<file path="src/rtl/gf_serial_host_pkg.sv">
// rtl/gf_serial_host_pkg.sv - shared types and constants for the GF serial host.
package gf_serial_host_pkg;

  typedef enum logic [2:0] {
    IDLE,
    SEND,
    COMPUTE,
    SETTLE,
    RECV,
    RESP
  } state_t;

  // Bit positions inside the 4-bit mode word {carry, sum, exp, red}.
  localparam int MODE_RED   = 0;
  localparam int MODE_EXP   = 1;
  localparam int MODE_SUM   = 2;
  localparam int MODE_CARRY = 3;

  function automatic int counter_width(input int data_width);
    return $clog2(2 * data_width);
  endfunction

endpackage

</file>
<file path="src/rtl/gf_host_lane_shifter.sv">
// rtl/gf_host_lane_shifter.sv - one serial lane: parallel load, MSB shift-out, LSB shift-in.
module gf_host_lane_shifter #(
  parameter int LANE_W  = 64,
  parameter int FIELD_W = 32,
  parameter int OUT_W   = 1
) (
  input  logic               clk,
  input  logic               reset,
  input  logic               load,
  input  logic               shift,
  input  logic [FIELD_W-1:0] data,
  input  logic               bit_in,
  output logic [OUT_W-1:0]   q
);

  logic [LANE_W-1:0] sh;

  // Load is right-aligned and zero-extended, so short fields lead with zeros.
  always_ff @(posedge clk) begin
    if (reset) begin
      sh <= '0;
    end else if (load) begin
      sh <= LANE_W'(data);
    end else if (shift) begin
      sh <= {sh[LANE_W-2:0], bit_in};
    end
  end

  assign q = sh[LANE_W-1 -: OUT_W];

endmodule

</file>
<file path="src/rtl/gf_serial_host.sv">
// rtl/gf_serial_host.sv - host side of the GF bit-serial link; GF_SERIAL_HOST_PARITY_EN adds rsp_parity.
module gf_serial_host
  import gf_serial_host_pkg::*;
#(
  parameter int DATA_WIDTH     = 32,
  parameter int COMPUTE_CYCLES = 2,
  parameter int LOAD_CYCLES    = 1
) (
  input  logic                          clk,
  input  logic                          reset,
  input  logic                          cmd_valid,
  output logic                          cmd_ready,
  input  logic [DATA_WIDTH-1:0]         cmd_a,
  input  logic [DATA_WIDTH-1:0]         cmd_b,
  input  logic [$clog2(DATA_WIDTH):0]   cmd_grade,
  input  logic [DATA_WIDTH:0]           cmd_poly,
  input  logic [2*DATA_WIDTH-1:0]       cmd_reduc,
  input  logic [3:0]                    cmd_mode,
  output logic                          ser_a,
  output logic                          ser_b,
  output logic                          ser_grade,
  output logic                          ser_poly,
  output logic                          ser_reduc,
  output logic [3:0]                    dut_mode,
  output logic                          dut_enable,
  input  logic                          ser_sum,
  input  logic                          ser_mult,
  input  logic                          ser_poly_out,
  output logic                          rsp_valid,
  input  logic                          rsp_ready,
  output logic [DATA_WIDTH-1:0]         rsp_sum,
  output logic [2*DATA_WIDTH-1:0]       rsp_mult,
  output logic [DATA_WIDTH-1:0]         rsp_poly
`ifdef GF_SERIAL_HOST_PARITY_EN
  ,
  output logic [2:0]                    rsp_parity
`endif
);

  localparam int W  = DATA_WIDTH;
  localparam int L  = 2 * DATA_WIDTH;
  localparam int GW = $clog2(DATA_WIDTH) + 1;
  // Counter also times COMPUTE/SETTLE, which may need up to 15.
  localparam int CW = (counter_width(W) > 4) ? counter_width(W) : 4;

  localparam logic [CW-1:0] LAST_BIT     = CW'(L - 1);
  localparam logic [CW-1:0] LAST_COMPUTE = CW'(COMPUTE_CYCLES - 1);
  localparam logic [CW-1:0] LAST_LOAD    = CW'((LOAD_CYCLES > 0) ? LOAD_CYCLES - 1 : 0);

  state_t        state;
  logic [CW-1:0] cnt;
  logic          accept;
  logic          sending;
  logic          receiving;
  logic [4:0]    tx_bit;

  assign accept    = (state == IDLE) && cmd_valid && cmd_ready;
  assign sending   = (state == SEND);
  assign receiving = (state == RECV);

  gf_host_lane_shifter #(.LANE_W(L), .FIELD_W(W), .OUT_W(1)) u_tx_a (
    .clk(clk), .reset(reset), .load(accept), .shift(sending),
    .data(cmd_a), .bit_in(1'b0), .q(tx_bit[0])
  );

  gf_host_lane_shifter #(.LANE_W(L), .FIELD_W(W), .OUT_W(1)) u_tx_b (
    .clk(clk), .reset(reset), .load(accept), .shift(sending),
    .data(cmd_b), .bit_in(1'b0), .q(tx_bit[1])
  );

  gf_host_lane_shifter #(.LANE_W(L), .FIELD_W(GW), .OUT_W(1)) u_tx_grade (
    .clk(clk), .reset(reset), .load(accept), .shift(sending),
    .data(cmd_grade), .bit_in(1'b0), .q(tx_bit[2])
  );

  gf_host_lane_shifter #(.LANE_W(L), .FIELD_W(W + 1), .OUT_W(1)) u_tx_poly (
    .clk(clk), .reset(reset), .load(accept), .shift(sending),
    .data(cmd_poly), .bit_in(1'b0), .q(tx_bit[3])
  );

  gf_host_lane_shifter #(.LANE_W(L), .FIELD_W(L), .OUT_W(1)) u_tx_reduc (
    .clk(clk), .reset(reset), .load(accept), .shift(sending),
    .data(cmd_reduc), .bit_in(1'b0), .q(tx_bit[4])
  );

  assign ser_a     = sending & tx_bit[0];
  assign ser_b     = sending & tx_bit[1];
  assign ser_grade = sending & tx_bit[2];
  assign ser_poly  = sending & tx_bit[3];
  assign ser_reduc = sending & tx_bit[4];

  // Receive lanes drive rsp_* directly: they only move in RECV, so values hold through RESP and IDLE.
  // Sum and poly keep just the last W bits of their 2W-bit stream, which is all that is presented.
  gf_host_lane_shifter #(.LANE_W(W), .FIELD_W(1), .OUT_W(W)) u_rx_sum (
    .clk(clk), .reset(reset), .load(1'b0), .shift(receiving),
    .data(1'b0), .bit_in(ser_sum), .q(rsp_sum)
  );

  gf_host_lane_shifter #(.LANE_W(L), .FIELD_W(1), .OUT_W(L)) u_rx_mult (
    .clk(clk), .reset(reset), .load(1'b0), .shift(receiving),
    .data(1'b0), .bit_in(ser_mult), .q(rsp_mult)
  );

  gf_host_lane_shifter #(.LANE_W(W), .FIELD_W(1), .OUT_W(W)) u_rx_poly (
    .clk(clk), .reset(reset), .load(1'b0), .shift(receiving),
    .data(1'b0), .bit_in(ser_poly_out), .q(rsp_poly)
  );

  always_ff @(posedge clk) begin
    if (reset) begin
      state      <= IDLE;
      cnt        <= '0;
      cmd_ready  <= 1'b0;
      dut_mode   <= '0;
      dut_enable <= 1'b0;
      rsp_valid  <= 1'b0;
`ifdef GF_SERIAL_HOST_PARITY_EN
      rsp_parity <= '0;
`endif
    end else begin
      case (state)
        IDLE: begin
          if (accept) begin
            cmd_ready <= 1'b0;
            dut_mode  <= cmd_mode;
            cnt       <= '0;
            state     <= SEND;
          end else begin
            cmd_ready <= 1'b1;
          end
        end
        SEND: begin
          if (cnt == LAST_BIT) begin
            cnt        <= '0;
            dut_enable <= 1'b1;
            state      <= COMPUTE;
          end else begin
            cnt <= cnt + 1'b1;
          end
        end
        COMPUTE: begin
          if (cnt == LAST_COMPUTE) begin
            cnt        <= '0;
            dut_enable <= 1'b0;
            state      <= (LOAD_CYCLES == 0) ? RECV : SETTLE;
          end else begin
            cnt <= cnt + 1'b1;
          end
        end
        SETTLE: begin
          if (cnt == LAST_LOAD) begin
            cnt   <= '0;
            state <= RECV;
          end else begin
            cnt <= cnt + 1'b1;
          end
        end
        RECV: begin
          if (cnt == LAST_BIT) begin
            cnt       <= '0;
            rsp_valid <= 1'b1;
            state     <= RESP;
`ifdef GF_SERIAL_HOST_PARITY_EN
            // Parity of the words as they will stand after this final shift.
            rsp_parity <= {^{rsp_poly[W-2:0], ser_poly_out},
                           ^{rsp_mult[L-2:0], ser_mult},
                           ^{rsp_sum[W-2:0], ser_sum}};
`endif
          end else begin
            cnt <= cnt + 1'b1;
          end
        end
        RESP: begin
          if (rsp_ready) begin
            rsp_valid <= 1'b0;
            state     <= IDLE;
          end
        end
        default: begin
          state <= IDLE;
        end
      endcase
    end
  end

endmodule
</file>
<file path="config.mk">
export PLATFORM = sky130hd
export DESIGN_NAME = gf_serial_host
export DESIGN_NICKNAME = d
export VERILOG_FILES = /design/src/rtl/gf_serial_host_pkg.sv /design/src/rtl/gf_host_lane_shifter.sv /design/src/rtl/gf_serial_host.sv
export SDC_FILE = /design/constraint.sdc
export NUM_CORES = 1
export LEC_CHECK = 0
export BUFFER_PORTS_ARGS = -buffer_cell sky130_fd_sc_hd__buf_2
export CELL_PAD_IN_SITES_DETAIL_PLACEMENT = 1
export CELL_PAD_IN_SITES_GLOBAL_PLACEMENT = 1
export CORE_AREA = 10 10 222 203
export DETAILED_ROUTE_END_ITERATION = 16
export DIE_AREA = 0 0 232 213
export PLACE_DENSITY_LB_ADDON = 0.25
export SLEW_MARGIN = 20
export SYNTH_ARGS = -nofsm -noshare
export SYNTH_HDL_FRONTEND = slang
export SYNTH_SLANG_ARGS = --single-unit
</file>
<file path="constraint.sdc">
create_clock -name clk -period 5.9 [get_ports clk]
set_input_delay 0.59 -clock clk [delete_from_list [all_inputs] [get_ports clk]]
set_output_delay 0.59 -clock clk [all_outputs]
set_load 0.03 [all_outputs]
</file>
After elaboration in Yosys (flattened, before gate mapping)

Cells that the tools add are included.

Bits in latches: 0
ROM bits: 0
Logic and storage cells: 80
Memories kept: 0
Input port bits: 178
Register bits after elaboration: 464
Bits in writable memories: 0

Shift-type cells: 0
Magnitude comparators: 0
Reduce and logical (&&, ||, !) cells: 15
$mul: 0
Eq/ne operators: 13
Bitwise gates (word level): 5
Div/mod/pow operators: 0
Add/subtract/negate cells: 1
Multiplexer cells: 28

Operators by type and width:

| operator                                                        | number |
|---|---|
| 32-bit two-way mux                                              | 4 |
| 64-bit two-way mux                                              | 2 |
| 33-bit two-way mux                                              | 2 |
| 6-bit two-way mux                                               | 6 |
| 6-bit one-hot mux with 4 select lines                           | 1 |
| 3-bit two-way mux                                               | 6 |
| 3-bit one-hot mux with 6 select lines                           | 1 |
| 2-bit != test, second input constant                            | 4 |
| 6-bit by 1-bit adder with 6-bit output, second input constant   | 1 |
| 3-bit by 2-bit == test with 1-bit output, second input constant | 2 |
| 3-bit == test, second input constant                            | 2 |
| 6-bit by 1-bit == test with 1-bit output, second input constant | 1 |
| 6-bit == test, second input constant                            | 1 |
| 6-bit zero test                                                 | 1 |
| 3-bit AND reduction                                             | 2 |
| 6-bit AND reduction                                             | 1 |
| 2-bit nonzero test                                              | 3 |
| 1-bit AND                                                       | 5 |
| 1-bit two-way mux                                               | 4 |
| 2-bit by 1-bit != test with 1-bit output, second input constant | 2 |
| 1-bit one-hot mux with 2 select lines                           | 2 |
| 2-bit AND reduction                                             | 2 |
| 4-bit nonzero test                                              | 1 |
| 2-bit OR reduction                                              | 2 |
| other kinds (3)                                                 | 4 |

Depth between registers and ports, before layout

Gate-level depths: netlist of run 1.

Depth in word-level cells: 5
Gate-level depth with buffers: 8
Depth with buffers taken out: 6

Cells and area by module

From an unflattened synthesis of run 1, not the netlist that was laid out.

Cells, all modules: 1,778
Area, all modules: 18,992.0 um^2

Modules (own cells, without submodules):

| module                                | sequential area each (um^2) | cells each | area an instance (um^2) | instances |
|---|---|---|---|---|
| gf_host_lane_shifter at u_tx_a ...    | 1,281.2                     | 247        | 2,662.6                 | 2 |
| gf_host_lane_shifter at u_tx_reduc    | 1,281.2                     | 284        | 2,991.6                 | 1 |
| gf_host_lane_shifter at u_tx_poly     | 1,281.2                     | 248        | 2,673.8                 | 1 |
| gf_host_lane_shifter at u_tx_grade    | 1,281.2                     | 214        | 2,413.6                 | 1 |
| gf_host_lane_shifter at u_rx_poly ... | 640.6                       | 107        | 1,178.6                 | 2 |
| gf_host_lane_shifter at u_rx_mult     | 1,281.2                     | 209        | 2,339.7                 | 1 |
| gf_serial_host                        | 320.3                       | 115        | 890.9                   | 1 |

Least setup slack after synthesis of run 1

OpenSTA, ideal clock, no wires.

Path type: register -> register
From: reg cnt[0]
To: reg state[0]
Arrival: 1.837 ns
Setup slack: 3.992 ns
Cell stages (with the launch flop): 8
Library setup time: 0.070 ns
Path through: dfxtp_1 ha_1 and4_1 a22oi_1 or3_1 buf_6 a2111o_1 a21oi_1

Cells in the longest elaborated chain, start to end: 3
Elaborated cells between the ends (all ways): 8
Classes of those cells: 6 x eq/ne; 2 x reduce/logical

RTL lines:

| element                                                                                           | RTL line                                     | text |
|---|---|---|
| start, declared                                                                                   | gf_serial_host.sv:51                         | `logic [CW-1:0] cnt;` |
| start signal, assigned                                                                            | gf_serial_host.sv:138                        | `cnt <= cnt + 1'b1;` |
| start signal, assigned                                                                            | gf_serial_host.sv:147                        | `cnt <= cnt + 1'b1;` |
| start signal, assigned                                                                            | gf_serial_host.sv:155                        | `cnt <= cnt + 1'b1;` |
| 6-bit == test (tied with other cells)                                                             | gf_serial_host.sv:133, gf_serial_host.sv:159 |  |
| 2-bit by 1-bit != test with 1-bit output (no source line) / 2-bit != test (equally long branches) | --                                           |  |
| 6-bit AND reduction (no source line) (*)                                                          | --                                           |  |
| end signal, assigned                                                                              | gf_serial_host.sv:145                        | `state <= (LOAD_CYCLES == 0) ? RECV : SETTLE;` |
| end, declared                                                                                     | gf_serial_host.sv:50                         | `state_t state;` |

Mark *: on every way between the ends. The rest lies on a longest branch, timed or not.
A chain may end at the register's enable or synchronous reset.

Worst setup path after layout of run 1

From: reg state[0]
To: reg u_tx_b.sh[53]

Cells in the longest elaborated chain, start to end: 4
Elaborated cells between the ends (all ways): 5
Classes of those cells: 1 x eq/ne; 4 x reduce/logical

RTL lines:

| element                             | RTL line                   | text |
|---|---|---|
| 3-bit zero test                     | gf_serial_host.sv:57       | `assign accept = (state == IDLE) && cmd_valid && cmd_ready;` |
| 1-bit logical AND (2 in series)     | gf_serial_host.sv:57       |  |
| 2-bit OR reduction (no source line) | --                         |  |
| end signal, assigned                | gf_host_lane_shifter.sv:23 | `sh <= LANE_W'(data);` |
| end signal, assigned                | gf_host_lane_shifter.sv:25 | `sh <= {sh[LANE_W-2:0], bit_in};` |
| end, declared                       | gf_host_lane_shifter.sv:16 | `logic [LANE_W-1:0] sh;` |

Parallel ways exist; a longest one is shown, timed or not.

==> results of run 1 <==
per-stage QoR:
stage	total power, mW	area [um2]
after floorplan	3.65	17600
after global routing	7.23	21000
after CTS	7.04	21000
after global placement	3.77	19300
after detailed placement	3.79	19300
final	6.95	21000
path summary, 6_finish.rpt:
check                    from                to  slack (ns)  depth (start not counted)
min               cmd_mode[3]       dut_mode[3]        0.26                          3
min reg2reg  u_tx_poly.sh[41]  u_tx_poly.sh[42]        0.44                          2
max                  state[0]     u_tx_b.sh[53]        2.27                          5
max reg2reg          state[0]     u_tx_b.sh[53]        2.27                          5
layout by cell type (no fill, tap or decap), types with 3 or more instances in the layout:
cell type | Yosys | layout
nand2_1 | 592 | 592
dfxtp_1 | 464 | 464
buf_2 | 52 | 316
a21oi_1 | 301 | 301
nor2_1 | 172 | 171
a211oi_1 | 158 | 158
mux2i_1 | 157 | 157
clkbuf_16 | 0 | 51
clkbuf_8 | 0 | 13
clkinv_2 | 0 | 12
nand3_1 | 10 | 9
buf_4 | 1 | 9
diode_2 | 0 | 8
clkbuf_1 | 109 | 8
a22oi_1 | 7 | 7
and3_1 | 7 | 7
a31oi_1 | 6 | 6
nor3_1 | 5 | 5
bufinv_16 | 0 | 5
inv_1 | 3 | 3
ha_1 | 3 | 3
buf_12 | 0 | 3
cell families after synthesis:
kind of cell             Yosys count  synth area share (%)
buffers and inverters            177                  4.22
AND/OR/NAND/NOR                  799                  17.6
flip-flops                       464                  52.9
adder cells (fa/ha/maj)            3                 0.214
AO/OA/AOI/OAI                    478                  16.1
multiplexers                     157                  8.95
final cells by class:
cell class              instances  area share (%)
flip-flops and latches        464            44.2
multi-input cells            1437            36.0
clock inverters                19            1.08
well taps                     540            3.22
inverters                       3          0.0536
diodes                          8          0.0953
repair buffers                329            8.21
clock buffers                  72            7.07
critical path, stage by stage (launching register included):
cell      delay [ns]
dfxtp_1         0.51
nor3_1          0.66
nand3_4         0.70
nand2b_4        1.02
buf_4           0.48
a21oi_1         0.09
state kept, by name, indices dropped and copies added (netlist names):
signal / count
u_tx_grade.sh: 64
u_tx_b.sh: 64
state: 3
dut_mode: 4
cmd_ready: 1
dut_enable: 1
u_tx_a.sh: 64
u_rx_poly.q: 32
u_tx_reduc.sh: 64
rsp_valid: 1
u_rx_mult.q: 64
u_tx_poly.sh: 64
u_rx_sum.q: 32
cnt: 6
power breakdown:
group / switching [mW] / internal, mW
Sequential: 0.0563 / 3.23
Clock: 1.27 / 1.96
Combinational: 0.261 / 0.171
per-layer routing:
layer  global-route usage, %  share of wire (%)  vias to the layer above
met4                    5.76                1.8                        4
met3                    5.51                5.6                       52
met1                    23.9                 44                     7104
met5                       0              0.068                        -
met2                    32.0                 48                      219
li1                        -                  -                     7444
==> impl_metrics.csv, run 1 <==
group,metric,value,unit
cts,clk_latency,0.58,ns
setup_path,start_kind,"flip-flop",
final_layout,multi_input_area,7570,um2
global_route,first_global_vias,15000,
routing,viasPerCell,5.16,
setup_path,endpoint_kind,"flip-flop",
setup_path,path_class,"flip-flop to flip-flop",
cts,numClockSinks,464,
global_route,antenna_found_initial,10,
global_route,grt_usage,19.3,%
sta,rsz0062_at_grt,"no",
routing,drt_wl_total,49.8,mm
sta,slew_headroom,18.6,%
logic_synthesis,syn-num-nets,2259,
sta,tightest_slew,1.22,ns
logic_synthesis,synth_cell_types,33,
routing,drcViolationCount,0,
pwr,p_leak,8.84,nW
routing,dr.pass1.iters,4,
logic_synthesis,synth.most_common_cell,"nand2_1",
final_layout,regArea,9290,um2
pwr,vdd_ir_drop_max,0.000208,V
cts,path_clk_slew,0.07,ns
sta,slew_violations,0,
final_layout,fin_nets,2465,
place,post-place-ws,2.25,ns
min_path,hold_class,"input port to flip-flop",
floorplan,core,40300,um2
sta,fin_ws,2.27,ns
sta,period_needed,3.63,ns
cts,cts_buffers,49,
logic_synthesis,synthTopCellsByCount,"592 x nand2_1, 464 x dfxtp_1, 301 x a21oi_1",
place,gp_congestion,0.775,
cts,cts_buffer_depth,3,
setup_path,critPathRequiredTime,6.33,ns
status,status,"complete, no violations",
place,portBuffers,317,
cts,clockRootBuffer,"clkbuf_16",
floorplan,die_w,232,um
sta,hold_violations,0,
sta,setup_tns,0,ns
place,dp_hpwl,32.3,mm
logic_synthesis,yosysSeqAreaShare,52.9,%
flow_run,cap_viol_max_count,0,
floorplan,num_rows,70,
floorplan,initial_utilization,43.6,%
floorplan,io_pins,318,
global_route,grt-ovfl-total,0,
routing,drt_iter0_drc,997,
logic_synthesis,yosys_warnings,0,
floorplan,die_area,49400,um2
cts,post_cts_resized,0,
logic_synthesis,synth_edf_count,0,
final_layout,num-fill-cells,4809,
logic_synthesis,syn_inst,2078,
sta,fin_crit_sh,61.5,%
sta,skew,0.0234,ns
place,place_inst,2773,
final_layout,fin_cells,2872,
routing,wire_per_inst,17.3,um
cts,cts_max_level,2,
sta,setup_violations,0,
floorplan,die_y,213,um
global_route,grt_max_degree,254,
logic_synthesis,syn_area,17600,um2
final_layout,postLayoutCoreUtil,52.1,%
logic_synthesis,netlist.area_leader.share,52.9,%
sta,fmax,276,MHz
logic_synthesis,async_reset_ff_share,0,%
sta,hold_slack,0.256,ns
logic_synthesis,synth_ff_type,"dfxtp_1",
logic_synthesis,yosysTopAreaCell,"dfxtp_1",
cts,tritoncts,"done",
final_layout,drive_above_1_share,18.1,%
logic_synthesis,synthTopCellsByArea,"dfxtp_1 53%, nand2_1 13%, mux2i_1 8.9%",
routing,drtAntennaViolNets,0,
setup_path,crit_arrival,4.06,ns
cts,cts_hold_buf,0,
logic_synthesis,avgSynthCellArea,8.45,um2
final_layout,area_growth,19.6,%
setup_path,critPathMaxFanout,91,
pwr,pwr_density_cell,331,nW/um2
routing,num_vias,14800,
global_route,grt_pass1_wl,79.1,mm
cts,post_cts.repair.setup_buffers,0,
logic_synthesis,ys_seq_elements,464,
Note: power is estimated with default switching activity, not from simulation.
==> run 2: changes to the inputs <==
--- a/config.mk
+++ b/config.mk
@@ -8,9 +8,9 @@
 export BUFFER_PORTS_ARGS = -buffer_cell sky130_fd_sc_hd__buf_2
 export CELL_PAD_IN_SITES_DETAIL_PLACEMENT = 1
 export CELL_PAD_IN_SITES_GLOBAL_PLACEMENT = 1
-export CORE_AREA = 10 10 222 203
+export CORE_AREA = 10 10 230 210
 export DETAILED_ROUTE_END_ITERATION = 16
-export DIE_AREA = 0 0 232 213
+export DIE_AREA = 0 0 240 220
 export PLACE_DENSITY_LB_ADDON = 0.25
 export SLEW_MARGIN = 20
 export SYNTH_ARGS = -nofsm -noshare
==> constraint.sdc (replaced) <==
create_clock -name clk -period 3.39 [get_ports clk]
set_input_delay 0.339 -clock clk [delete_from_list [all_inputs] [get_ports clk]]
set_output_delay 0.339 -clock clk [all_outputs]
set_load 0.03 [all_outputs]
==> impl_metrics.csv, run 2 (synthesized netlist as in run 1, its figures left out) <==
group,metric,value,unit
status,status,"complete, no violations",
sta,slew_headroom,35.6,%
final_layout,fin_cells,2919,
setup_path,critPathMaxFanout,47,
setup_path,crit_arrival,2.96,ns
setup_path,critPathRequiredTime,3.83,ns
cts,tritoncts,"done",
place,place_inst,2809,
flow_run,cap_viol_max_count,0,
routing,num_vias,15000,
routing,viasPerCell,5.14,
setup_path,crit_family,"simple AND/OR/NAND/NOR gates",
sta,fmax,396,MHz
cts,numClockSinks,464,
global_route,grt_max_degree,173,
place,gp_congestion,0.822,
setup_path,crit_slowest_cell,"nor3_1",
final_layout,area_growth,22.3,%
sta,setup_tns,0,ns
floorplan,die_y,220,um
final_layout,num-fill-cells,5180,
setup_path,cp_slowest_stage_delay,0.71,ns
cts,clk_latency,0.59,ns
setup_path,start_kind,"flip-flop",
routing,drt_wl_total,51.0,mm
setup_path,path_depth,6,
final_layout,layout_common_cells,"592 x nand2_1, 464 x dfxtp_1, 316 x buf_2, 301 x a21oi_1, 171 x nor2_1",
global_route,grt-ovfl-total,0,
floorplan,io_pins,318,
setup_path,worstPathCellList,"buf_4 > nor3_1 > nand3_4 > nand2b_4 > buf_4 > a21oi_1",
setup_path,endpoint_kind,"flip-flop",
global_route,grt_usage,18.7,%
floorplan,core,43700,um2
floorplan,die_w,240,um
routing,drt_iter0_drc,812,
min_path,hold_class,"input port to flip-flop",
cts,post_cts.repair.setup_buffers,0,
final_layout,fin_nets,2491,
routing,drtAntennaViolNets,0,
sta,setup_violations,0,
cts,path_clk_slew,0.06,ns
place,dp_hpwl,33.7,mm
global_route,first_global_vias,15500,
setup_path,critPathMostFrequentCell,"buf_4",
sta,fin_crit_sh,74.5,%
cts,cts_buffer_depth,3,
place,portBuffers,317,
cts,cts_buffers,49,
setup_path,crit_buf_inv,2,
floorplan,num_rows,73,
pwr,p_total,12.6,mW
routing,dr.pass1.iters,4,
pwr,p_leak,9.04,nW
sta,hold_violations,0,
floorplan,die_area,52800,um2
final_layout,drive_above_1_share,18.5,%
routing,wire_per_inst,17.5,um
pwr,vdd_ir_drop_max,0.000301,V
min_path,whs_path_depth,3,
floorplan,initial_utilization,40.2,%
sta,rsz0062_at_grt,"no",
pwr,pwr_density_cell,585,nW/um2
cts,clockRootBuffer,"clkbuf_16",
routing,drcViolationCount,0,
setup_path,ff2ff_path_depth,6,
sta,tightest_slew,0.967,ns
global_route,grt_pass1_wl,81.6,mm
setup_path,path_class,"flip-flop to flip-flop",
cts,cts_max_level,2,
global_route,antenna_found_initial,11,
sta,slew_violations,0,
sta,skew,0.0319,ns
sta,period_needed,2.52,ns
final_layout,layout_commonest_cell,"nand2_1",
==> run 2: final timing paths <==
path / from / endpoint / slack (ns)
max: state[0] / u_tx_grade.sh[50] / 0.87
min: cmd_a[30] / u_tx_a.sh[30] / 0.04
max reg2reg: state[0] / u_tx_grade.sh[50] / 0.87
min reg2reg: u_tx_a.sh[56] / u_tx_a.sh[57] / 0.43
==> run 2: area by class of cell <==
| type | count | area (um2) | area share [%] |
|---|---|---|---|
| repair buffers | 355 | 2040 | 9.48 |
| clock inverters | 21 | 412 | 1.92 |
| multi-input cells | 1437 | 7570 | 35.2 |
| clock buffers | 69 | 1440 | 6.72 |
| well taps | 562 | 703 | 3.27 |
| flip-flops and latches | 464 | 9290 | 43.2 |
| diodes | 8 | 20.0 | 0.0932 |
| inverters | 3 | 11.3 | 0.0524 |
==> run 2: power breakdown <==
part           switching [mW]  internal (mW)  leakage (nW)
registers              0.0995           5.63          3.76
clock network            2.25           3.81         0.910
logic                   0.475          0.318          4.37
total                    2.82           9.75          9.04
==> run 2: metal layers <==
layer | vias to the layer above | track usage (%) | share of wire, %
met2 | 212 | 31.2 | 48
met3 | 86 | 4.87 | 5.0
met1 | 7203 | 23.1 | 45
li1 | 7487 | - | -
met5 | - | 0 | 0.053
met4 | 4 | 6.32 | 2.4
==> run 2: worst reg2reg max path: stages (launching register included) <==
cell      delay (ns)
dfxtp_1         0.30
buf_4           0.19
nor3_1          0.71
nand3_4         0.23
nand2b_4        0.48
buf_4           0.40
a21oi_1         0.09
==> run 2: what timing repair did <==
| item | CTS | global route |
|---|---|---|
| gates resized for setup | 0 | 0 |
| hold buffers | 12 | 0 |
| hold endpoints to repair | 12 | 0 |
| setup endpoints to repair | 0 | 0 |
==> run 2: through the flow <==
stage	util [%]	setup slack (ns)	instance area [um2]	hold WS, ns
3_5_place_dp	44.6	0.863	19500	0.444
5_1_grt	49.2	0.610	21500	0.0237
4_1_cts	49.2	0.843	21500	0.00250
2_1_floorplan	-	1.48	17600	0.430
3_3_place_gp	44.6	0.926	19500	0.436
6_report	49.2	0.866	21500	0.0355
